[src/rtl/wb_arbiter.sv]
// Writeback arbiter: grants one of four writeback sources through an IDLE/SELECT/WRITE FSM.
// Define WB_ROUND_ROBIN_EN for rotating priority; otherwise fixed priority ALU > load > PC link > immediate.
module wb_arbiter (
  input  logic       clk,
  input  logic       reset,
  input  logic [3:0] Req,
  input  logic [4:0] Rd0,
  input  logic [4:0] Rd1,
  input  logic [4:0] Rd2,
  input  logic [4:0] Rd3,
  output logic [1:0] SEL,
  output logic [3:0] Ack,
  output logic       RegWrite,
  output logic [4:0] Rd_Out,
  output logic       Busy
);

  typedef enum logic [1:0] {IDLE, SELECT, WRITE} state_t;

  state_t     state_reg;
  logic [1:0] win;
  logic [4:0] rd_win;

`ifdef WB_ROUND_ROBIN_EN
  logic [1:0] ptr_reg;
  logic [1:0] idx;
  logic       found;

  // Search starts at the pointer and wraps from 3 back to 0.
  always_comb begin
    win   = ptr_reg;
    idx   = ptr_reg;
    found = 1'b0;
    for (int i = 0; i < 4; i++) begin
      idx = ptr_reg + 2'(i);
      if (!found && Req[idx]) begin
        win   = idx;
        found = 1'b1;
      end
    end
  end
`else
  always_comb begin
    if (Req[0])      win = 2'd0;
    else if (Req[1]) win = 2'd1;
    else if (Req[2]) win = 2'd2;
    else             win = 2'd3;
  end
`endif

  always_comb begin
    case (win)
      2'd0:    rd_win = Rd0;
      2'd1:    rd_win = Rd1;
      2'd2:    rd_win = Rd2;
      default: rd_win = Rd3;
    endcase
  end

  always_ff @(posedge clk) begin
    if (reset) begin
      state_reg <= IDLE;
      SEL       <= 2'd0;
      Rd_Out    <= 5'd0;
      Ack       <= 4'd0;
      RegWrite  <= 1'b0;
      Busy      <= 1'b0;
`ifdef WB_ROUND_ROBIN_EN
      ptr_reg   <= 2'd0;
`endif
    end else begin
      case (state_reg)
        IDLE: begin
          if (|Req) begin
            SEL       <= win;
            Rd_Out    <= rd_win;
            Busy      <= 1'b1;
            state_reg <= SELECT;
          end
        end
        SELECT: begin
          // Writes to register 0 are acknowledged but never performed.
          Ack       <= 4'b0001 << SEL;
          RegWrite  <= (Rd_Out != 5'd0);
          state_reg <= WRITE;
        end
        WRITE: begin
          Ack       <= 4'd0;
          RegWrite  <= 1'b0;
          Busy      <= 1'b0;
          state_reg <= IDLE;
`ifdef WB_ROUND_ROBIN_EN
          ptr_reg   <= SEL + 2'd1;
`endif
        end
        default: begin
          Ack       <= 4'd0;
          RegWrite  <= 1'b0;
          Busy      <= 1'b0;
          state_reg <= IDLE;
        end
      endcase
    end
  end

endmodule
[config.mk]
export PLATFORM = sky130hd
export DESIGN_NAME = wb_arbiter
export DESIGN_NICKNAME = d
export VERILOG_FILES = /design/src/rtl/wb_arbiter.sv
export SDC_FILE = /design/constraint.sdc
export NUM_CORES = 1
export LEC_CHECK = 0
export CAP_MARGIN = 20
export CORE_MARGIN = 8
export CORE_UTILIZATION = 25
export CTS_CLUSTER_DIAMETER = 60
export DETAILED_ROUTE_END_ITERATION = 8
export PLACE_DENSITY_LB_ADDON = 0.2
export SLEW_MARGIN = 25
export SYNTH_ARGS = -nofsm -noshare
export SYNTH_HDL_FRONTEND = slang
export SYNTH_SLANG_ARGS = --single-unit
[constraint.sdc]
create_clock -name clk -period 4.45 [get_ports clk]
set_clock_uncertainty 0.1 [all_clocks]
set_input_delay 0.445 -clock clk [delete_from_list [all_inputs] [get_ports clk]]
set_output_delay 0.445 -clock clk [all_outputs]
set_load 0.005 [all_outputs]
### Word-level counts from Yosys, hierarchy flattened

Index checks and enable logic that the tools add are counted.

| storage, ports and cells | value |
|---|---|
| bits in registers | 15 |
| input bits | 26 |
| output and inout bits | 13 |
| word-level logic and storage cells | 28 |

| operators by class | value |
|---|---|
| equal/unequal tests | 4 |
| shift-type cells | 1 |
| multiplexer cells | 10 |
| bitwise logic cells | 1 |
| reduce and logical (&&, ||, !) cells | 6 |

Operators with widths:

| operator | count |
|---|---|
| case mux 5 bit (3 select lines) | 1 |
| case mux 4 bit (2 select lines) | 1 |
| two-way mux 2 bit | 3 |
| nonzero test 5 bit | 1 |
| == test 2 x 1 -> 1 bit (second input constant) | 2 |
| zero test 2 bit | 2 |
| case mux 1 bit (2 select lines) | 2 |
| case mux 2 bit (2 select lines) | 1 |
| AND reduction 2 bit | 2 |
| OR reduction 4 bit | 1 |
| left shift 1 x 2 -> 4 bit (first input constant) | 1 |
| == test 2 bit (second input constant) | 1 |
| two-way mux 1 bit | 2 |
| inequality test 2 bit (second input constant) | 1 |
| inverter 1 bit | 1 |

### Depth between registers and ports, before layout

| logic depth | value |
|---|---|
| word-level depth | 5 |
| depth in mapped cells | 5 |
| gate-level depth less buffers | 3 |

### Least setup slack after synthesis

Ideal clock, no wire load.

| path | value |
|---|---|
| kind | input to register |
| from | input port Req[0] |
| to | register Rd_Out[1] |
| setup time | 60 ps |
| arrival time | 1428 ps |
| required time | 4290 ps |
| path slack | 2862 ps |
| stages on the path | 5 |
| buffers on the path | 2 |
| cells stage by stage | buf_2 nor4_4 or2_1 buf_4 a32o_1 |

| on the way | value |
|---|---|
| word-level cells in the longest chain between the ends | 3 |
| elaborated cells between the ends (all ways) | 7 |
| those cells by class | 2 x eq/ne; 2 x mux; 3 x reduce/logical |

RTL lines:

| what | line | RTL |
|---|---|---|
| start, declared | 6 | `input logic [3:0] Req,` |
| two-way mux 2 bit | 44 | `if (Req[0]) win = 2'd0;` |
| == test 2 bit (tied with other cells) | 52 | `case (win)` |
| case mux 5 bit (3 select lines) | 52 |  |
| end signal, assigned | 76 | `Rd_Out <= rd_win;` |
| end, declared | 14 | `output logic [4:0] Rd_Out,` |

Several ways; a longest one is shown, not always the timed one.
A chain may end at the register's enable or synchronous reset.

### Worst setup path after layout

| path | value |
|---|---|
| from | input port Req[0] |
| to | register Rd_Out[4] |

The elaborated chain is that of the path after synthesis.

==> results.toml <==
[cts]
cts_setup_buffers = 0
htree_levels = 1
clock-sinks = 15
insertion_delay_ps = 280
cts_tree = "built"
postCtsResizedCells = 0
cts_buffer_depth = 2
cts-root-buf = "clkbuf_4"
clk_pin_slew_ps = 90
holdBufCountCts = 0
cts_buffers = 3

[grt]
grtUsageTotal_pct = 8.91
grt_pass1_vias = 817
grt_pass1_wl_um = 3770
antenna_found_initial = 0
grt_max_degree = 19
grt_overflow = 0

[logic_synthesis]
ys_top_cells_by_area = "dfxtp_1 (38%), nor4_1 (7.9%), nor2b_1 (7.1%), a32o_1 (6.3%), nor3b_1 (4.8%)"
syn-num-nets = 118
avgSynthCellArea_um2 = 8.57
synthCells = 92
ys_ff_latch = 15
synth_top_area_share_pct = 38.1
synth_area_um2 = 788
yosys.area.top_type = "dfxtp_1"
synth_cell_types = 24
yosys_warnings = 0
seq_area_frac_synth_pct = 38.1

[die]
io_pins = 39
fp.dieW_um = 72.2
start_util_pct = 26.0
die_y_um = 72.2
core-area_um2 = 3030
rows = 20
dieArea_um2 = 5210

[setup_path]
crit_arrival_ps = 2240
rrSetupSlack_ps = 2800
startpoint_type = "input pin"
cp-end-kind = "flop"
cp_max_fo = 18
timing.rr.end = "Rd_Out[4]$_SDFFE_PP0P_"
rr_worst_depth = 3
crit_type = "input pin to flop"
r2r_start = "state_reg[0]$_SDFFE_PP0P_"
crit_required_ps = 4580

[pwr]
leakagePower_nw = 0.410
p_total_uw = 323
peakVddDrop_uv = 170
powerDensity_nw_per_um2 = 269

[sta]
maxSlewHeadroom_pct = 59.6
fmax_mhz = 472
fin_tns_setup_ps = 0
setup_violations = 0
drv_slew = 0
worstMarginPinSlew_ps = 604
timing.final.crit_period_ps = 2120
rsz0062_at_grt = "false"
fin_crit_sh_pct = 47.6
final-hold-violation-count = 0
hold-worst-slack_ps = 378

[routing]
vias = 794
drt.antenna.violating_nets = 0
drt_first_iter_violations = 20
drc_errors = 0
via_per_inst = 4.70
wire_per_inst_um = 13.4
drtPass1Iterations = 3
routed_wl_um = 2270

[min_path]
hold_depth = 1
hold_path_end = "Busy$_SDFFE_PP0P_"
hp-class = "flop to flop"
worstHoldStart = "Busy$_SDFFE_PP0P_"

[job]
cap_viol_max_count = 0

[final_layout]
mostFrequentLayoutCell = "clkdlybuf4s50_1"
syn_to_final_growth_pct = 52.5
drive_above_1_share_pct = 4.00
most-common-layout-cells = "clkdlybuf4s50_1 (38), dfxtp_1 (15), nor4_1 (10)"
nets = 152
reg_top3 = "Rd_Out: 5 flops, Ack: 4 flops"
largest_register_ff_count = 5
n_antenna_cell = 0
top_register = "Rd_Out"

[placement]
dpl.hpwl_um = 1790
port_buffers = 38
gp_congestion = 0.701

[run_status]
status = "completed"
-- worst max-delay path, cell delays in order --
cell,delay [ps]
clkdlybuf4s50_1,720
nor4_4,590
or2_1,290
a32o_1,190
-- cell usage after synthesis --
| cell type | n |
|---|---|
| clkbuf_1 | 4 |
| nor4_1 | 10 |
| nand2_1 | 5 |
| nor3_1 | 4 |
| o21a_1 | 1 |
| a31oi_1 | 2 |
| buf_2 | 3 |
| nor2_1 | 6 |
| a32o_1 | 5 |
| nor3b_1 | 5 |
| nor4_4 | 1 |
| nor4b_1 | 1 |
| and2_1 | 1 |
| mux2i_1 | 2 |
| nor2b_1 | 9 |
| inv_1 | 2 |
| or4_1 | 1 |
| or2_1 | 2 |
| a21oi_1 | 3 |
| dfxtp_1 | 15 |
| o21ai_0 | 3 |
| buf_6 | 1 |
| o31ai_1 | 5 |
| buf_4 | 1 |
-- metrics by stage --
step           util (%)  setup WS [ps]  instances  cell area, um^2
5_1_grt            39.7           2190        169             1200
4_1_cts            39.7           2310        169             1200
2_1_floorplan         -           2860         92              788
6_report           39.7           2330        169             1200
3_3_place_gp       38.8           2090        165             1170
3_5_place_dp       38.8           2020        165             1170
-- worst max path at each step --
| stage | start | end | depth (start not counted) |
|---|---|---|---|
| after global placement | Req[0] | Rd_Out[0]$_SDFFE_PP0P_ | 4 |
| after detailed placement | Req[0] | Rd_Out[1]$_SDFFE_PP0P_ | 4 |
| after floorplan | Req[0] | Rd_Out[1]$_SDFFE_PP0P_ | 5 |
| final | Req[0] | Rd_Out[4]$_SDFFE_PP0P_ | 4 |
| after global routing | Req[0] | Rd_Out[3]$_SDFFE_PP0P_ | 4 |
| after CTS | Req[0] | Rd_Out[4]$_SDFFE_PP0P_ | 4 |
-- cell families after synthesis --
| group | after synthesis | share of synthesized area, % |
|---|---|---|
| AND/OR/NAND/NOR | 45 | 34.8 |
| multiplexers | 2 | 2.54 |
| AO/OA/AOI/OAI | 19 | 17.5 |
| buffers and inverters | 11 | 7.14 |
| flip-flops | 15 | 38.1 |
-- report_power, final --
| group | leakage (nW) | switching, mW | internal (mW) |
|---|---|---|---|
| logic | 0.269 | 0.0332 | 0.0541 |
| clock network | 0.0177 | 0.0445 | 0.0333 |
| registers | 0.123 | 0.0122 | 0.146 |
| total | 0.410 | 0.0899 | 0.233 |
-- layout make-up --
cell class | count | area, um^2
fill | 308 | 1830
tap | 44 | 55.1
timing repair buffer | 38 | 380
inverter | 2 | 7.51
clock inverter | 1 | 5.00
multi-input combinational | 66 | 432
sequential | 15 | 300
clock buffer | 3 | 22.5
-- routing by layer --
layer | track usage, % | vias to the layer above | part of all wire, %
met4 | 0.680 | 0 | 0
met1 | 10.2 | 365 | 45
met3 | 4.41 | 0 | 7.5
met2 | 15.0 | 20 | 48
met5 | 0 | - | 0
li1 | - | 409 | -
No activity file was read; power rests on OpenSTA's default activity.
